File: src/rtl/eth_st_pkg.sv
// Shared Avalon-ST Ethernet-path constants and helpers for the 32-to-8 width adapter.
package eth_st_pkg;

    localparam int SYMBOL_W    = 8;
    localparam int ETH_SYMBOLS = 4;
    localparam int ETH_EMPTY_W = 2;

    localparam logic [ETH_EMPTY_W-1:0] LAST_SYM = ETH_EMPTY_W'(ETH_SYMBOLS - 1);

    typedef logic [ETH_SYMBOLS-1:0][SYMBOL_W-1:0] sym_word_t;

    typedef enum logic {
        ST_EMPTY = 1'b0,
        ST_SHIFT = 1'b1
    } state_t;

    // Index of the final valid symbol in a beat; empty only matters on the EOP beat.
    function automatic logic [ETH_EMPTY_W-1:0] last_sym_idx(
        input logic                   eop,
        input logic [ETH_EMPTY_W-1:0] empty
    );
        return eop ? (LAST_SYM - empty) : LAST_SYM;
    endfunction

endpackage

File: src/rtl/eth_st_width_down_32to8_if.sv
// Upstream 32-bit and downstream 8-bit Avalon-ST streams of the width-down adapter.
interface eth_st_width_down_32to8_if;
    import eth_st_pkg::*;

    logic                            in_valid;
    logic                            in_ready;
    logic [SYMBOL_W*ETH_SYMBOLS-1:0] in_data;
    logic                            in_sop;
    logic                            in_eop;
    logic [ETH_EMPTY_W-1:0]          in_empty;

    logic                            out_valid;
    logic                            out_ready;
    logic [SYMBOL_W-1:0]             out_data;
    logic                            out_sop;
    logic                            out_eop;

    modport slave (
        input  in_valid, in_data, in_sop, in_eop, in_empty, out_ready,
        output in_ready, out_valid, out_data, out_sop, out_eop
    );

    modport master (
        output in_valid, in_data, in_sop, in_eop, in_empty, out_ready,
        input  in_ready, out_valid, out_data, out_sop, out_eop
    );

endinterface

File: src/rtl/eth_st_width_down_32to8.sv
// Serialises 4-symbol Avalon-ST beats into single-byte beats, honouring empty on the EOP beat.
// state    | meaning
// ST_EMPTY | no word held, ready for a new beat
// ST_SHIFT | word held, presenting symbol r_idx
module eth_st_width_down_32to8
    import eth_st_pkg::*;
(
    input  logic                      i_clk,
    input  logic                      i_reset,
    eth_st_width_down_32to8_if.slave  io_st
);

    state_t                 r_state;
    state_t                 w_state_nxt;
    logic [ETH_EMPTY_W-1:0] r_idx;
    logic [ETH_EMPTY_W-1:0] w_idx_nxt;
    logic [ETH_EMPTY_W-1:0] r_last_idx;
    logic [ETH_EMPTY_W-1:0] w_last_idx_nxt;
    logic                   r_sop;
    logic                   w_sop_nxt;
    logic                   r_eop;
    logic                   w_eop_nxt;
    sym_word_t              r_word;

    logic                   w_full;
    logic                   w_on_last;
    logic                   w_in_ready;
    logic                   w_load;
    logic                   w_advance;
    logic [ETH_EMPTY_W-1:0] w_sel;

    assign w_full     = (r_state == ST_SHIFT);
    assign w_on_last  = (r_idx == r_last_idx);
    // Ready looks through out_ready so a new word can replace the last symbol without a bubble.
    assign w_in_ready = !w_full || (io_st.out_ready && w_on_last);
    assign w_load     = io_st.in_valid && w_in_ready;
    assign w_advance  = w_full && io_st.out_ready;

    always_comb begin
        w_state_nxt    = r_state;
        w_idx_nxt      = r_idx;
        w_last_idx_nxt = r_last_idx;
        w_sop_nxt      = r_sop;
        w_eop_nxt      = r_eop;
        if (w_load) begin
            w_state_nxt    = ST_SHIFT;
            w_idx_nxt      = '0;
            w_last_idx_nxt = last_sym_idx(io_st.in_eop, io_st.in_empty);
            w_sop_nxt      = io_st.in_sop;
            w_eop_nxt      = io_st.in_eop;
        end else if (w_advance) begin
            if (!w_on_last) begin
                w_idx_nxt = r_idx + ETH_EMPTY_W'(1);
            end else begin
                w_state_nxt = ST_EMPTY;
            end
        end
    end

    always_ff @(posedge i_clk) begin
        if (i_reset) begin
            r_state    <= ST_EMPTY;
            r_idx      <= '0;
            r_last_idx <= LAST_SYM;
            r_sop      <= 1'b0;
            r_eop      <= 1'b0;
        end else begin
            r_state    <= w_state_nxt;
            r_idx      <= w_idx_nxt;
            r_last_idx <= w_last_idx_nxt;
            r_sop      <= w_sop_nxt;
            r_eop      <= w_eop_nxt;
        end
    end

    always_ff @(posedge i_clk) begin
        if (w_load) begin
            r_word <= io_st.in_data;
        end
    end

    // Symbol 0 sits in the MSBs, which is the highest packed index.
    assign w_sel = LAST_SYM - r_idx;

    assign io_st.in_ready  = w_in_ready;
    assign io_st.out_valid = w_full;
    assign io_st.out_data  = r_word[w_sel];
    assign io_st.out_sop   = w_full && r_sop && (r_idx == '0);
    assign io_st.out_eop   = w_full && r_eop && w_on_last;

endmodule
File: src/flat_wrapper.sv
// flat-port wrapper written by rule: the top's interface ports become plain ports
module eth_st_width_down_32to8_flat import eth_st_pkg::*;
  (i_clk, i_reset, io_st_in_valid, io_st_in_data, io_st_in_sop, io_st_in_eop, io_st_in_empty, io_st_out_ready, io_st_in_ready, io_st_out_valid, io_st_out_data, io_st_out_sop, io_st_out_eop);
  eth_st_width_down_32to8_if io_st_i ();
  input  logic i_clk;
  input  logic i_reset;
  input wire logic [$bits(io_st_i.in_valid)-1:0] io_st_in_valid;
  input wire logic [$bits(io_st_i.in_data)-1:0] io_st_in_data;
  input wire logic [$bits(io_st_i.in_sop)-1:0] io_st_in_sop;
  input wire logic [$bits(io_st_i.in_eop)-1:0] io_st_in_eop;
  input wire logic [$bits(io_st_i.in_empty)-1:0] io_st_in_empty;
  input wire logic [$bits(io_st_i.out_ready)-1:0] io_st_out_ready;
  output wire logic [$bits(io_st_i.in_ready)-1:0] io_st_in_ready;
  output wire logic [$bits(io_st_i.out_valid)-1:0] io_st_out_valid;
  output wire logic [$bits(io_st_i.out_data)-1:0] io_st_out_data;
  output wire logic [$bits(io_st_i.out_sop)-1:0] io_st_out_sop;
  output wire logic [$bits(io_st_i.out_eop)-1:0] io_st_out_eop;
  assign io_st_i.in_valid = io_st_in_valid;
  assign io_st_i.in_data = io_st_in_data;
  assign io_st_i.in_sop = io_st_in_sop;
  assign io_st_i.in_eop = io_st_in_eop;
  assign io_st_i.in_empty = io_st_in_empty;
  assign io_st_i.out_ready = io_st_out_ready;
  assign io_st_in_ready = io_st_i.in_ready;
  assign io_st_out_valid = io_st_i.out_valid;
  assign io_st_out_data = io_st_i.out_data;
  assign io_st_out_sop = io_st_i.out_sop;
  assign io_st_out_eop = io_st_i.out_eop;
  eth_st_width_down_32to8 u_core (.i_clk(i_clk), .i_reset(i_reset), .io_st(io_st_i));
endmodule
File: config.mk
export PLATFORM = sky130hd
export DESIGN_NAME = eth_st_width_down_32to8_flat
export DESIGN_NICKNAME = d
export VERILOG_FILES = /design/src/rtl/eth_st_pkg.sv /design/src/rtl/eth_st_width_down_32to8_if.sv /design/src/rtl/eth_st_width_down_32to8.sv /design/src/flat_wrapper.sv
export SDC_FILE = /design/constraint.sdc
export NUM_CORES = 1
export LEC_CHECK = 0
export BUFFER_PORTS_ARGS = -buffer_cell sky130_fd_sc_hd__buf_2
export CAP_MARGIN = 30
export CORE_MARGIN = 2
export CORE_UTILIZATION = 40
export CTS_CLUSTER_DIAMETER = 120
export DETAILED_ROUTE_END_ITERATION = 8
export PLACE_DENSITY = 0.74
export SYNTH_ARGS = -nofsm -noshare
export SYNTH_HDL_FRONTEND = slang
export SYNTH_SLANG_ARGS = --single-unit
File: constraint.sdc
create_clock -name i_clk -period 4.09 [get_ports i_clk]
set_input_delay 0.409 -clock i_clk [delete_from_list [all_inputs] [get_ports i_clk]]
set_output_delay 0.409 -clock i_clk [all_outputs]
set_load 0.01 [all_outputs]
==> metrics <==
outcome=finished, final reports clean; setup TNS=0 ns; Max-Slew Margin vs Limit=0.558; Startpoint Class=flip-flop; drt initial violations=64; Crit. End Element=flip-flop; P per Cell Area=410 nW/um^2; Worst Hold End=u_core.r_word[15]; die height=65.2 microns; total chip power=0.770 mW; hold_buf cts=0; Post-CTS Setup Inserts=0; Max IR drop VDD=0.000211 V; worst reg-to-reg path cell count=5; share of cells above drive strength 1=0.489; max incr delay on CP=0.75 ns; via count=889; Min-Delay Startpoint=io_st_in_data[15]; Routed Antenna Nets=0; initial antenna violation count=0; # setup viols final=0; YS warnings=0; HPWL Detailed=2060 microns; Die Width=65.2 microns; area of the mapped netlist=1500 sq um; Synth cell types=21; Pleak=0.728 nW; Post-route DRC=0; worst-margin pin slew=0.663 ns; Worst-Skew Late Latency=0.28 ns; CP max FO=31; Fmax=438 MHz; RSZ-0062 raised after global routing=false; Fin. Hold Viols=0; H-tree depth=2; area grow syn2layout=25.4%; Core ar.=3630 sq um; Max Cap Violations=0; Initial Util=0.412; family with the most delay on the worst path=flip-flops; ANT cells=0; Crit Path Category=flip-flop to flip-flop; GP Congestion=0.728; reg-to-reg startpoint=u_core.r_idx[0]; DR vias/cell=4.81; Yosys reg bits=39; WP data required=4.26 ns; Mapped Cells=81; die footprint=4250 sq um; Period minus WS final=2.28 ns; PostCTS Resize Cnt=0; clock buffer depth=2; CTS root buf=clkbuf_8; clock tree sinks=39; WL/cell=14.8 microns; CTS tree=yes; Buffers on Ports=51; largest net degree at the start of global routing=32; reg2reg setup slack=1.81 ns; io pins=52; RR Endpoint=u_core.r_sop; Worst EP arrival=2.45 ns; commonest cells after routing, fill and taps aside=buf_2 (51), edfxtp_1 (32), mux4_2 (8), dfxtp_1 (7), clkbuf_8 (5); final worst-path cycle share=0.558; num rows=22; Crit-path slowest cell=dfxtp_1; DRT Pass-1 Iters=4; Synth top area share=0.642; average size of a mapped cell=18.5 sq um; largest cells by area after synthesis=edfxtp_1 (64%), mux4_2 (12%), dfxtp_1 (9.4%); post-synth top area cell=edfxtp_1; most common cell after layout, fill and taps aside=buf_2; fin. max-slew vios=0; first-pass GRT wire length=4330 microns; critical-path cell list=xnor2_1, a41o_1, buf_4, mux2i_1, nor2_1; CP bufs+invs=1; total track usage=0.143; Mapped Nets=122; grt ovf=0; final WL=2740 microns; CTS Buf Count=5; sequential share of the synthesized area=0.736; worst hold path class=primary input to flip-flop; Nets=177; vias in the first global route=959; clk_skew=0.00433 ns; worst hold stages=1; Worst-path clk slew=0.07 ns
==> power by group <==
group          leakage (nW)  internal, mW  switching, mW
logic                 0.323        0.0346         0.0311
clock network        0.0422         0.119          0.120
registers             0.362         0.455        0.00977
==> cell families after synthesis <==
| family | count (synthesis) | share of synthesized area |
|---|---|---|
| flip-flops | 39 | 0.736 |
| AND/OR/NAND/NOR | 15 | 0.0518 |
| multiplexers | 11 | 0.140 |
| buffers and inverters | 7 | 0.0234 |
| AO/OA/AOI/OAI | 5 | 0.0226 |
| XOR/XNOR | 3 | 0.0176 |
| adder cells (fa/ha/maj) | 1 | 0.00836 |
==> metrics by stage <==
step | utilization | std cells | hold slack, ns | area [sq um] | setup WS, ns
after global routing | 0.517 | 185 | 0.281 | 1880 | 1.58
after floorplan | - | 81 | 0.452 | 1500 | 2.53
after CTS | 0.517 | 185 | 0.284 | 1880 | 1.75
after global placement | 0.494 | 177 | 0.476 | 1800 | 1.85
after detailed placement | 0.494 | 177 | 0.488 | 1800 | 1.76
final | 0.517 | 185 | 0.295 | 1880 | 1.81
==> layout make-up <==
| cell class | count | area (sq um) |
|---|---|---|
| Clock buffer | 7 | 76.3 |
| Inverter | 3 | 11.3 |
| Multi-Input combinational cell | 35 | 360 |
| Timing Repair Buffer | 52 | 263 |
| Sequential cell | 39 | 1100 |
| Fill cell | 334 | 1760 |
| Tap cell | 48 | 60.1 |
| Clock inverter | 1 | 5.00 |
==> worst max-delay path by stage <==
stage | startpoint | end | slack, ns | cells past startpoint
6_report | u_core.r_idx[0] | u_core.r_sop | 1.81 | 5
2_1_floorplan | u_core.r_idx[0] | io_st_out_data[0] | 2.53 | 2
3_5_place_dp | u_core.r_idx[0] | u_core.r_sop | 1.76 | 5
4_1_cts | u_core.r_idx[0] | u_core.r_sop | 1.75 | 5
3_3_place_gp | u_core.r_idx[0] | u_core.r_sop | 1.85 | 5
5_1_grt | u_core.r_idx[0] | u_core.r_sop | 1.58 | 5
==> synthesized netlist by cell type <==
cell type and n:
edfxtp_1 32, mux4_2 8, dfxtp_1 7, nor2_1 4
a21oi_1 3, inv_1 3, mux2i_1 3, nand2_1 3
nor3_1 3, xnor2_1 3, clkbuf_1 2, a41o_1 1
a41oi_1 1, and3_1 1, and4_1 1, buf_2 1
buf_6 1, ha_1 1, nand3_1 1, nor2b_1 1
nor3_2 1
==> metal layers <==
metal  GRT usage  wire [microns]
met4      0.0859              80
met5           0               0
met2       0.260            1450
met1       0.149            1020
met3      0.0325             192
==> state kept, by name (all words and copies together), names as in the netlist <==
name	cells
u_core.r_sop	1
u_core.r_word	32
u_core.r_eop	1
u_core.r_last_idx	2
u_core.r_idx	2
u_core.io_st.out_valid	1
(Power assumes the default switching activity.)
